`src/rtl/ahb_lite_adc_slave_bridge_pkg.sv`:
```
// Shared constants for the MAX10 ADC AHB-Lite bridge: register-port width,
// register offsets, AHB transfer encodings and the bridge FSM state type.
package ahb_lite_adc_slave_bridge_pkg;

  localparam int ADC_ADDR_WIDTH = 4;

  localparam int ADC_REG_ADCS  = 0;
  localparam int ADC_REG_ADMSK = 1;
  localparam int ADC_REG_ADC1  = 2;

  localparam logic [1:0] AHB_HTRANS_IDLE   = 2'b00;
  localparam logic [1:0] AHB_HTRANS_BUSY   = 2'b01;
  localparam logic [1:0] AHB_HTRANS_NONSEQ = 2'b10;
  localparam logic [1:0] AHB_HTRANS_SEQ    = 2'b11;

  localparam logic [2:0] AHB_HSIZE_WORD = 3'b010;

  typedef enum logic [2:0] {
    S_IDLE,
    S_WRITE,
    S_RD_WAIT,
    S_RD_DATA,
    S_ERR1,
    S_ERR2
  } state_t;

  // NONSEQ and SEQ both carry a real transfer; IDLE and BUSY do not.
  function automatic logic ahb_trans_active(input logic [1:0] htrans);
    return htrans[1];
  endfunction

endpackage

```
`src/rtl/ahb_lite_adc_slave_bridge.sv`:
```
// AHB-Lite slave front end for the MAX10 ADC core register port.
// Define ADC_AHB_ERROR_RESPONSE_EN to answer illegal transfers with a two-cycle ERROR.
module ahb_lite_adc_slave_bridge
  import ahb_lite_adc_slave_bridge_pkg::*;
#(
  parameter int ADDR_WIDTH = ADC_ADDR_WIDTH,
  parameter int REG_COUNT  = 2 ** ADDR_WIDTH
) (
  input  logic                  HCLK,
  input  logic                  HRESETn,
  input  logic [31:0]           HADDR,
  input  logic                  HSEL,
  input  logic [1:0]            HTRANS,
  input  logic                  HWRITE,
  input  logic [2:0]            HSIZE,
  input  logic [2:0]            HBURST,
  input  logic [3:0]            HPROT,
  input  logic                  HMASTLOCK,
  input  logic                  HREADY,
  input  logic [31:0]           HWDATA,
  output logic [31:0]           HRDATA,
  output logic                  HREADYOUT,
  output logic                  HRESP,
  output logic [ADDR_WIDTH-1:0] read_addr,
  input  logic [31:0]           read_data,
  output logic [ADDR_WIDTH-1:0] write_addr,
  output logic [31:0]           write_data,
  output logic                  write_enable
);

  localparam logic [ADDR_WIDTH:0] REG_LIMIT = (ADDR_WIDTH + 1)'(REG_COUNT);

  state_t                  state_reg;
  logic                    rd_zero_reg;
  logic [ADDR_WIDTH-1:0]   haddr_idx;
  logic                    accept_ok;
  logic                    xfer_start;
  logic                    xfer_legal;
  logic                    unused_inputs;

  assign haddr_idx = HADDR[ADDR_WIDTH+1:2];

  // Final data-phase states double as idle so a pipelined address phase is taken without a bubble.
  assign accept_ok = (state_reg == S_IDLE) || (state_reg == S_WRITE) ||
                     (state_reg == S_RD_DATA) || (state_reg == S_ERR2);

  assign xfer_start = HSEL && HREADY && ahb_trans_active(HTRANS) && accept_ok;
  assign xfer_legal = (HSIZE == AHB_HSIZE_WORD) && ({1'b0, haddr_idx} < REG_LIMIT);

  // The core samples write data during the data phase, so it cannot be registered here.
  assign write_data = write_enable ? HWDATA : 32'h0;

  assign unused_inputs = ^{HBURST, HPROT, HMASTLOCK, HADDR[31:ADDR_WIDTH+2], HADDR[1:0]};

`ifndef ADC_AHB_ERROR_RESPONSE_EN
  assign HRESP = 1'b0;
`endif

  always_ff @(posedge HCLK or negedge HRESETn) begin
    if (!HRESETn) begin
      state_reg    <= S_IDLE;
      HRDATA       <= 32'h0;
      HREADYOUT    <= 1'b1;
      write_enable <= 1'b0;
      write_addr   <= '0;
      read_addr    <= '0;
      rd_zero_reg  <= 1'b0;
`ifdef ADC_AHB_ERROR_RESPONSE_EN
      HRESP        <= 1'b0;
`endif
    end else begin
      write_enable <= 1'b0;
      case (state_reg)
        S_RD_WAIT: begin
          HRDATA    <= rd_zero_reg ? 32'h0 : read_data;
          HREADYOUT <= 1'b1;
          state_reg <= S_RD_DATA;
        end
`ifdef ADC_AHB_ERROR_RESPONSE_EN
        S_ERR1: begin
          HREADYOUT <= 1'b1;
          HRESP     <= 1'b1;
          state_reg <= S_ERR2;
        end
`endif
        default: begin
          HREADYOUT <= 1'b1;
          state_reg <= S_IDLE;
`ifdef ADC_AHB_ERROR_RESPONSE_EN
          HRESP     <= 1'b0;
          if (xfer_start) begin
            if (!xfer_legal) begin
              HREADYOUT <= 1'b0;
              HRESP     <= 1'b1;
              state_reg <= S_ERR1;
            end else if (HWRITE) begin
              write_enable <= 1'b1;
              write_addr   <= haddr_idx;
              state_reg    <= S_WRITE;
            end else begin
              read_addr   <= haddr_idx;
              rd_zero_reg <= 1'b0;
              HREADYOUT   <= 1'b0;
              state_reg   <= S_RD_WAIT;
            end
          end
`else
          // Illegal writes finish as a plain zero-wait OKAY; illegal reads return zero.
          if (xfer_start) begin
            if (HWRITE) begin
              if (xfer_legal) begin
                write_enable <= 1'b1;
                write_addr   <= haddr_idx;
                state_reg    <= S_WRITE;
              end
            end else begin
              read_addr   <= xfer_legal ? haddr_idx : '0;
              rd_zero_reg <= !xfer_legal;
              HREADYOUT   <= 1'b0;
              state_reg   <= S_RD_WAIT;
            end
          end
`endif
        end
      endcase
    end
  end

endmodule

```
`config.mk`:
```
export PLATFORM = sky130hd
export DESIGN_NAME = ahb_lite_adc_slave_bridge
export DESIGN_NICKNAME = d
export VERILOG_FILES = /design/src/rtl/ahb_lite_adc_slave_bridge_pkg.sv /design/src/rtl/ahb_lite_adc_slave_bridge.sv
export SDC_FILE = /design/constraint.sdc
export NUM_CORES = 1
export LEC_CHECK = 0
export ABC_AREA = 1
export CORE_ASPECT_RATIO = 1.2
export CORE_MARGIN = 2
export CORE_UTILIZATION = 25
export DETAILED_ROUTE_END_ITERATION = 8
export PLACE_DENSITY = 0.67
export SYNTH_ARGS = -nofsm -noshare
export SYNTH_HDL_FRONTEND = slang
export SYNTH_SLANG_ARGS = --single-unit
export TNS_END_PERCENT = 30
```
`constraint.sdc`:
```
create_clock -name HCLK -period 1.3 [get_ports HCLK]
set_input_delay 0.26 -clock HCLK [delete_from_list [all_inputs] [get_ports HCLK]]
set_output_delay 0.26 -clock HCLK [all_outputs]
set_load 0.02 [all_outputs]
```
# Word-level counts from Yosys, hierarchy flattened
# Index checks and enable logic that the tools add are counted.
# W data, S select, Z words.
totals:
  reg_bits: 46
  latch_bits: 0
  mem_bits_rw: 0
  mem_bits_ro: 0
  output_inout_bits: 75
  word_cells: 38
  n_memories: 0
classes:
  addsub: 0
  n_mul: 0
  div: 0
  n_lt_le_gt_ge: 0
  eq_ne: 5
  n_shift: 0
  mux: 14
  n_bitwise: 2
  reduce_logical: 10
op_table:
  columns: ["operator", "count"]
  rows:
  - ["$mux W32", 2]
  - ["$eq A3 B2 Y1 const B", 3]
  - ["$mux W3", 3]
  - ["$mux W1", 8]
  - ["$mux W4", 1]
  - ["$reduce_and A4 Y1", 1]
  - ["$eq A3 B1 Y1 const B", 1]
  - ["$eq A3 B3 Y1 const B", 1]
  - ["$logic_and A1 B1 Y1", 3]
  - ["$logic_not A3 Y1", 1]
  - ["$logic_or A1 B1 Y1", 3]
  - ["$reduce_and A3 Y1", 1]
  - ["$not A1 Y1", 2]
  - ["$logic_not A1 Y1", 1]

# Logic depth before layout (Yosys ltp)
# Gate-level depths: netlist (run 1).
logic_depth:
  ltp_word: 7
  ltp_mapped: 7
  ltp_nobuf: 6

# Least setup slack after synthesis (run 1)
# Ideal clock, no wire load.
synth_timing:
  kind: "reg2out"
  startpoint: "register write_enable"
  endpoint: "output write_data[10]"
  arrival_ns: 0.906
  path_slack_ns: 0.134
  stages_incl_launch_ff: 4
  path_cell_list: "dfrtp_1 > buf_2 > nand2_1 > inv_1"
synth_between:
  elab_chain_len: 1
synth_lines:
  columns: ["element", "line_no", "text"]
  rows:
  - ["start, declared", "ahb_lite_adc_slave_bridge.sv:28", "output logic write_enable"]
  - ["start signal, assigned", "ahb_lite_adc_slave_bridge.sv:64", "write_enable <= 1'b0;"]
  - ["start signal, assigned", "ahb_lite_adc_slave_bridge.sv:72", "write_enable <= 1'b0;"]
  - ["start signal, assigned", "ahb_lite_adc_slave_bridge.sv:112", "write_enable <= 1'b1;"]
  - ["$mux W32", "ahb_lite_adc_slave_bridge.sv:51", "assign write_data = write_enable ? HWDATA : 32'h0;"]
  - ["end, declared", "ahb_lite_adc_slave_bridge.sv:27", "output logic [31:0] write_data,"]
# No other way between the ends.

# Worst setup path after layout (run 1)
layout_timing:
  startpoint: "register write_enable"
  endpoint: "output write_data[28]"
# Same word-level chain as after synthesis.

==> flow_summary.yaml, run 1 <==
setup_path:
  cp.arrival_ns: 1.13
  rr_startpoint: "state_reg[1]$_DFF_PN0_"
  crit_fanout: 33
  reg2reg_to: "HRDATA[2]$_DFFE_PN0P_"
  cp-start-kind: "flip-flop"
  worstSetupPathType: "reg -> out"
  critPathRequiredTime_ns: 1.04
  ff2ff_path_depth: 5
  rrSetupSlack_ns: 0.09
  critPathCaptureType: "output port"
cells_and_area:
  fin_nets: 542
  post-route-util: 0.478
  n_fill_cell: 806
  diodes: 0
  area_delta_synth_final_pct: 86.5
  reg_top3: "HRDATA x32, read_addr x4, write_addr x4"
  final_cell_area_um2: 3880
  register_area_um2: 1130
  multiInputGateArea_um2: 713
  regMostFlops: "HRDATA"
  drive_gt1_frac: 0.159
  largest_reg_flops: 32
timing:
  setup_viol: 33
  fin_ws_ns: -0.0887
  clock_skew_ns: 0.00187
  period_needed_ns: 1.39
  hold_viol_final: 0
  slew_viol_final: 0
  clock.fmax_mhz: 720
  slew_headroom: 0.619
  worst_pin_slew_ns: 0.571
  period_share: 1.07
  grt_setup_unrepaired: "true"
clocking:
  clk_pin_slew_ns: 0.08
  cts_setup_buffers: 0
  cts-buffers-inserted: 5
  cts.path.max_buffers: 2
  clk_latency_ns: 0.29
  cts.sinks: 45
  cts_max_level: 2
  clockRootBuffer: "clkbuf_8"
  cts_tree: "yes"
power_and_ir_drop:
  cell_internal_pwr_mw: 3.55
  max-vdd-ir-drop_mv: 0.667
  p_seq_frac: 0.363
  power.switching_mw: 2.11
  pwr_density_cell_nw_per_um2: 1460
  power_frac_comb: 0.419
  leakage_nw: 2.23
  power.share.switching: 0.373
  clock_power_share: 0.218
die:
  die_h_um: 104
  core-area_um2: 8110
  pin_count: 189
  die_x_um: 87.2
  row_count: 36
  start_util: 0.256
  dieArea_um2: 9060
placement:
  dpl_cell_area_um2: 3740
  dp_hpwl_mm: 5.14
  gp_congestion: 0.747
  port_buffers: 150
yosys:
  yosysWarnings: 0
  ys_seq_area_frac: 0.542
  netlist.top_cell.by_area: "dfrtp_1"
  synth-edff-count: 0
  avgSynthCellArea_um2: 7.67
  synth_top_area_frac: 0.530
  netlist_area_um2: 2080
  ys.flop_type: "dfrtp_1"
  async_flop_share: 1.00
  syn_inst: 271
  synth.most_common_cell: "nand2_1"
  ys_top_cells_by_count: "nand2_1 (117), dfrtp_1 (44), nand3_1 (43)"
  yosysUniqueCellTypes: 15
  synth-seq-cells: 45
  synth_area_leaders: "dfrtp_1 (53%), nand2_1 (21%), nand3_1 (10%)"
  syn_nets: 385
global_routing:
  grt_pass1_vias: 2250
  grt_util_all_layers: 0.147
  antenna_found_initial: 0
  grt_pass1_wl_mm: 10.9
  gr-total-overflow: 0
  grt_max_degree: 35
detailed_routing:
  post_drt_wl_per_cell_um: 12.5
  wl_mm: 6.56
  drt_iter0_drc: 52
  drt_pass1_iterations: 4
  drcViolationCount: 0
  antenna_left: 0
  vias: 2213
  vias_per_cell: 4.22
status:
  violations: "negative setup slack"
  status: "complete, but fails checks"
flow_run:
  maxCapViolations: 0
hold_path:
  hp-class: "in -> async"
## layout make-up
class	count	area share
Timing Repair Buffer	164	0.418
Sequential cell	45	0.291
Multi-Input combinational cell	169	0.184
Inverter	43	0.0416
Tap cell	95	0.0307
Clock buffer	5	0.0178
Clock inverter	3	0.0168
## power by group through the flow
stage	Sequential, mW	Combinational (mW)	Clock, mW
3_5_place_dp	2.09	2.65	0
2_1_floorplan	2.56	0.807	0
6_report	2.05	2.37	1.23
4_1_cts	2.05	2.38	1.28
3_3_place_gp	2.07	2.61	0
5_1_grt	2.11	2.62	1.34
## cell usage in the layout (no fill, tap or decap)
cell type        netlist  routed
nand2_1              117     117
clkdlybuf4s50_1        0      75
dfrtp_1               44      44
nand3_1               43      43
inv_1                 42      37
buf_6                  1      29
clkdlybuf4s15_1        0      22
dlygate4sd2_1          0      17
buf_4                  1      14
inv_2                  1       6
clkbuf_8               0       5
nor2_1                 4       4
buf_2                 10       3
nor2_4                 2       2
bufinv_16              0       2
buf_12                 0       2
dfstp_2                1       1
nor2_2                 1       1
nand2_4                1       1
conb_1                 1       1
clkinv_2               0       1
dlygate4sd3_1          0       1
clkbuf_2               0       1
## worst max-delay path by stage
stage | from | endpoint | slack, ns | cells after the start
final | write_enable$_DFF_PN0_ | write_data[28] | -0.09 | 4
after global routing | write_enable$_DFF_PN0_ | write_data[5] | -0.18 | 4
after CTS | write_enable$_DFF_PN0_ | write_data[28] | -0.12 | 4
after detailed placement | HWDATA[8] | write_data[8] | -0.42 | 4
after global placement | HWDATA[7] | write_data[7] | -0.41 | 4
after floorplan | write_enable$_DFF_PN0_ | write_data[10] | 0.13 | 3
## worst max-delay path: stages (launching register included)
cell	delay [ns]
dfrtp_1	0.40
buf_12	0.17
nand2_1	0.07
inv_1	0.04
buf_4	0.15
## per-stage QoR
stage,hold slack [ns],setup slack [ns],setup TNS [ns],total power [mW],cells
final,0.430,-0.0887,-2.04,5.66,524
after global routing,0.438,-0.180,-6.34,6.07,524
after CTS,0.441,-0.118,-3.03,5.71,524
after detailed placement,0.225,-0.415,-13.41,4.74,515
after global placement,0.218,-0.405,-12.90,4.69,515
after floorplan,-0.0356,0.134,0,3.36,271
## logic make-up after synthesis
| family | share of synthesized area |
|---|---|
| other cells | 0.00180 |
| simple gates | 0.341 |
| buf+inv | 0.114 |
| flops | 0.542 |
## routing by layer
layer  up-vias  GRT usage  wire length [um]
li1       1117          -                 -
met1      1015      0.167              2600
met2        74      0.275              3540
met3         7     0.0325               370
met4         0     0.0319                56
met5         -          0                 0
## what timing repair did
action,in CTS,in global routing
gates cloned,0,0
hold buffers,1,0
endpoints found under the setup margin,74,88
resized for setup,231,35
hold endpoints to repair,12,0
No activity file was read; power rests on OpenSTA's default activity.
==> inputs of run 2 (changes only) <==
- CTS_CLUSTER_DIAMETER: not set -> 120
==> results of run 2 <==
Same layout as run 1: the final DEF is identical, and so are final timing and power.
==> inputs of run 3 (changes only) <==
- ABC_AREA: 1 -> not set
- CORE_UTILIZATION: 25 -> 30
- PLACE_DENSITY: 0.67 -> 0.8
==> flow_summary.yaml, run 3 <==
cells_and_area:
  n_fill_cell: 594
  fin_nets: 483
  final_cell_mix: "clkdlybuf4s50_1 (75), nand2_1 (70), dfrtp_1 (44)"
  multiInputGateArea_um2: 800
  register_area_um2: 1130
  largest_reg_flops: 32
  mostFrequentLayoutCell: "clkdlybuf4s50_1"
  reg_top3: "HRDATA x32, read_addr x4, write_addr x4"
  regMostFlops: "HRDATA"
  diodes: 0
  drive_gt1_frac: 0.165
  area_delta_synth_final_pct: 79.2
placement:
  dp_slack_ns: -0.419
  dp_hpwl_mm: 4.48
  port_buffers: 150
  gp_congestion: 0.716
yosys:
  async_flop_share: 1.00
  ys_top_cells_by_count: "nand2_1 (70), dfrtp_1 (44), and2_1 (32), o21ai_0 (32), inv_1 (7)"
  yosysUniqueCellTypes: 19
  netlist.top_cell.by_area: "dfrtp_1"
  avgSynthCellArea_um2: 9.29
  ys_seq_area_frac: 0.559
  synth_top_area_frac: 0.546
  ys.flop_type: "dfrtp_1"
  synth.most_common_cell: "nand2_1"
  synth_area_leaders: "dfrtp_1 (55%), nand2_1 (13%), and2_1 (9.9%)"
  syn_inst: 217
  yosysWarnings: 0
  synth-seq-cells: 45
  syn_nets: 331
  netlist_area_um2: 2020
  synth-edff-count: 0
setup_path:
  cp_slowest_cell: "dfrtp_1"
  critPathCaptureType: "output port"
  critPathRequiredTime_ns: 1.04
  cp-start-kind: "flip-flop"
  path_delay_family: "flip-flops"
  worst-path-buf-inv: 2
  crit_chain: "buf_12, and2_1, buf_2"
  cp.arrival_ns: 1.14
  worstSetupPathType: "reg -> out"
  crit_fanout: 33
  slowest_delay_ns: 0.40
power_and_ir_drop:
  p_seq_frac: 0.420
  total_power_mw: 4.65
  clock_power_share: 0.175
  cell_internal_pwr_mw: 2.94
  pwr_density_cell_nw_per_um2: 1290
  max-vdd-ir-drop_mv: 0.693
  leakage_nw: 1.74
  power_frac_comb: 0.405
  power.share.switching: 0.368
  power.switching_mw: 1.71
timing:
  period_share: 1.08
  setup_viol: 32
  grt_setup_unrepaired: "true"
  slew_viol_final: 0
  clock_skew_ns: 0.0119
  clock.fmax_mhz: 713
  period_needed_ns: 1.40
  fin_hold_ws_ns: 0.477
  hold_viol_final: 0
  tns_ns: -3.00
  fin_ws_ns: -0.103
detailed_routing:
  wl_mm: 5.77
  antenna_left: 0
  post_drt_wl_per_cell_um: 12.7
  drt_iter0_drc: 61
  drcViolationCount: 0
  vias_per_cell: 4.25
  vias: 1928
  drt_pass1_iterations: 4
global_routing:
  grt_max_degree: 46
  grt_pass1_wl_mm: 9.00
  grt_pass1_vias: 1871
  gr-total-overflow: 0
  antenna_found_initial: 0
  grt_util_all_layers: 0.152
clocking:
  cts.path.max_buffers: 2
  cts_max_level: 2
  cts.sinks: 45
  cts-buffers-inserted: 5
  clk_pin_slew_ns: 0.08
  clk_latency_ns: 0.29
  clockRootBuffer: "clkbuf_8"
  cts_tree: "yes"
flow_run:
  maxCapViolations: 0
status:
  violations: "negative setup slack"
  status: "complete, but fails checks"
die:
  dieArea_um2: 7390
  row_count: 32
  die_x_um: 78.8
  core-area_um2: 6490
  start_util: 0.311
  die_h_um: 93.8
  pin_count: 189
hold_path:
  hp-class: "in -> async"
## run 3: cell count changes after synthesis, sizes merged, moves of 2 or more
cell | before | now
clkbuf | 2 | 5
nor2 | 7 | 0
o21ai | 0 | 32
nand2 | 118 | 70
nand3 | 43 | 0
and2 | 0 | 33
buf | 12 | 10
mux2 | 0 | 4
mux2i | 0 | 5
inv | 43 | 7
## run 3: area by class of cell
cell class / count / area share
flip-flops and latches: 45 / 0.312
well taps: 85 / 0.0294
inverters: 7 / 0.00727
clock buffers: 5 / 0.0191
clock inverters: 2 / 0.00450
multi-input cells: 150 / 0.221
repair buffers: 160 / 0.406
## run 3: per-stage QoR
| step | instance area (um^2) | instances | util |
|---|---|---|---|
| 2_1_floorplan | 2020 | 217 | - |
| 3_3_place_gp | 3640 | 446 | 0.562 |
| 3_5_place_dp | 3640 | 446 | 0.562 |
| 4_1_cts | 3530 | 454 | 0.545 |
| 5_1_grt | 3610 | 454 | 0.557 |
| 6_report | 3610 | 454 | 0.557 |
## run 3: cell families (layout without fill, tap and decap cells)
| logic type | Yosys count | count (layout) | synth area share |
|---|---|---|---|
| buf+inv | 22 | 174 | 0.0466 |
| flops | 45 | 45 | 0.559 |
| compound gates | 32 | 32 | 0.0795 |
| other cells | 1 | 1 | 0.00186 |
| mux | 9 | 9 | 0.0472 |
| simple gates | 108 | 108 | 0.266 |
## run 3: power by group through the flow
stage	combinational, mW	clock, mW	sequential (mW)
6_report	1.88	0.815	1.95
5_1_grt	2.06	0.927	2.01
4_1_cts	1.88	0.862	1.95
3_5_place_dp	2.13	0	1.99
3_3_place_gp	2.09	0	1.98
2_1_floorplan	0.543	0	2.43
## run 3: path summary, 6_finish.rpt
path | slack [ns] | startpoint | end | cells past startpoint
setup / recovery | -0.10 | write_enable$_DFF_PN0_ | write_data[5] | 3
hold / removal | 0.48 | HRESETn | HRDATA[11]$_DFFE_PN0P_ | 3
setup reg to reg | 0.18 | state_reg[0]$_DFF_PN0_ | state_reg[1]$_DFF_PN0_ | 5
hold reg to reg | 0.48 | HRDATA[24]$_DFFE_PN0P_ | HRDATA[24]$_DFFE_PN0P_ | 2
max in group asynchronous | 0.54 | HRESETn | HREADYOUT$_DFF_PN1_ | 3
min in group HCLK | 0.48 | HRDATA[24]$_DFFE_PN0P_ | HRDATA[24]$_DFFE_PN0P_ | 2
## run 3: worst register-to-register path: stages, from the launching register on
cell	delay, ns
dfrtp_1	0.37
nand2b_4	0.16
and4b_1	0.19
buf_4	0.16
inv_1	0.07
nand2_1	0.05
## run 3: per-layer routing
layer  GRT usage  vias up  routed length [um]
met5           0        -                   0
met4      0.0259        0                   8
met3      0.0413        2                 379
met2       0.261       66                3010
met1       0.196      876                2370
li1            -      984                   -
## run 3: timing repair
item	CTS	global route
hold endpoints to repair	44	0
buffers inserted	0	0
resized for setup	181	37
hold buffers	1	0
pin swaps	2	0
endpoints found under the setup margin	78	52
==> RTL edit, RTL diff (settings of run 2) <==
Make the reset (`HRESETn`) synchronous in one clocked block.
--- a/src/rtl/ahb_lite_adc_slave_bridge.sv
+++ b/src/rtl/ahb_lite_adc_slave_bridge.sv
@@ -56,7 +56,7 @@
   assign HRESP = 1'b0;
 `endif
 
-  always_ff @(posedge HCLK or negedge HRESETn) begin
+  always_ff @(posedge HCLK) begin
     if (!HRESETn) begin
       state_reg    <= S_IDLE;
       HRDATA       <= 32'h0;
Behaviour: differs if HRESETn is asserted again (counterexample within 4 cycles, from zero or initial values and one cycle with HRESETn low); with HRESETn held inactive, the same outputs for 10 cycles.
==> RTL edit against run 2 <==
The flow still finishes with violations (setup timing); area after synthesis is 3.7% lower; worst hold slack better by 0.043 ns; synthesized cell count increased by 10%; sequential cell count stayed put; cell count rose by 4.8%; setup slack got worse by 0.038 ns; final area did not move; wire length down 1.8%; register-to-register slack improved by 0.15 ns.
Power is not compared: it rests on default switching activity, and its combinational part moved more than twofold at a synthesized area within 25%.
==> RTL edit: results (changes against run 2) <==
Parameter                              Value

Run status
  Failing checks    setup timing
  Run status    complete, but fails checks

Layout
  Ratio of cells with drive above 1 in the final layout    0.1882 (+0.02968)

Setup path
  Arrival time of data at the critical path endpoint    1.17 ns (+0.04 ns)
  Cell count of the worst reg-to-reg path    6 (+1)
  Critical path fanouts, max    8 (-76%)
  Worst reg2reg endpoint    rd_zero_reg$_SDFFE_PN0P_
  Max incr delay on CP    0.43 ns (+0.03 ns)
  Highest-delay cell along the critical path    sky130_fd_sc_hd__dfxtp_4

Place
  Post-detailed-placement cell area    0.003667 mm² (-1.9%)
  Cell count after placement    536 (+4.1%)
  Weighted congestion reported at the end of routability-driven placement    0.7296 (-2.4%)

STA
  Final Skew    0.009056 ns (+0.007188 ns)
  Number of endpoints failing setup at the final stage    32 (-3.0%)
  Final setup margin    -0.1263 ns (-0.03756 ns)
  WHS    0.4734 ns (+0.04299 ns)
  Final TNS setup    -1.970 ns (+0.06876 ns)

Global routing
  Met2 routing resource usage after global routing    0.2656 (-0.009184)
  Largest net degree at the start of global routing    33 (-5.7%)
  Number of global-route vias before repair    2280 (+1.3%)

Worst hold path
  Hold/Removal Path Class    flip-flop to flip-flop

Synthesis
  Gate count after technology mapping    299 (+10%)

Drt
  Routed wire length    6441 µm (-1.8%)
  Detail Route met2 WL    3183 µm (-10%)
  Detail-routed via count per cell    4.299 (+1.8%)
  Detailed-route wire length per cell    11.73 µm (-6.3%)
[RTL edit: cell types whose count changed after synthesis, moves of 4 or more]
cell and delta:
sky130_fd_sc_hd__nor2_1 +19, sky130_fd_sc_hd__dfxtp_1 +45, sky130_fd_sc_hd__dfrtp_1 -44, sky130_fd_sc_hd__nand3_1 -4, sky130_fd_sc_hd__o21ai_1 +29, sky130_fd_sc_hd__o21ai_0 +4, sky130_fd_sc_hd__nand2_1 -36, sky130_fd_sc_hd__inv_1 +6
[RTL edit: how the worst max path moves through the flow]
stage,startpoint,to,slack (ns),depth (start not counted)
6_report,write_enable$_SDFF_PP0_,write_data[13],-0.13,5
5_1_grt,write_enable$_SDFF_PP0_,write_data[13],-0.17,5
4_1_cts,write_enable$_SDFF_PP0_,write_data[13],-0.12,5
3_5_place_dp,HWDATA[22],write_data[22],-0.41,4
3_3_place_gp,HWDATA[22],write_data[22],-0.42,4
2_1_floorplan,write_enable$_SDFF_PP0_,write_data[10],0.05,3
[RTL edit: power groups by stage]
stage | sequential [µW] | combinational (µW) | clock (µW)
floorplan | 1500 | 138 | 0
global placement | 1460 | 515 | 0
detailed placement | 1460 | 519 | 0
CTS | 1430 | 502 | 912
global route | 1430 | 546 | 956
finish | 1430 | 500 | 878
[RTL edit: layout make-up]
| cell class | instances | area share |
|---|---|---|
| repair buffers | 168 | 0.4461 |
| flip-flops and latches | 45 | 0.2334 |
| multi-input cells | 187 | 0.2201 |
| inverters | 49 | 0.04745 |
| well taps | 92 | 0.02970 |
| clock buffers | 5 | 0.01775 |
| clock inverters | 3 | 0.005487 |
[RTL edit: repair_timing]
action / CTS / global route
endpoints found under the setup margin: 74 / 37
cloned: 1 / 2
hold buffers: 0 / 0
gates resized for setup: 249 / 18
buffers inserted: 2 / 0
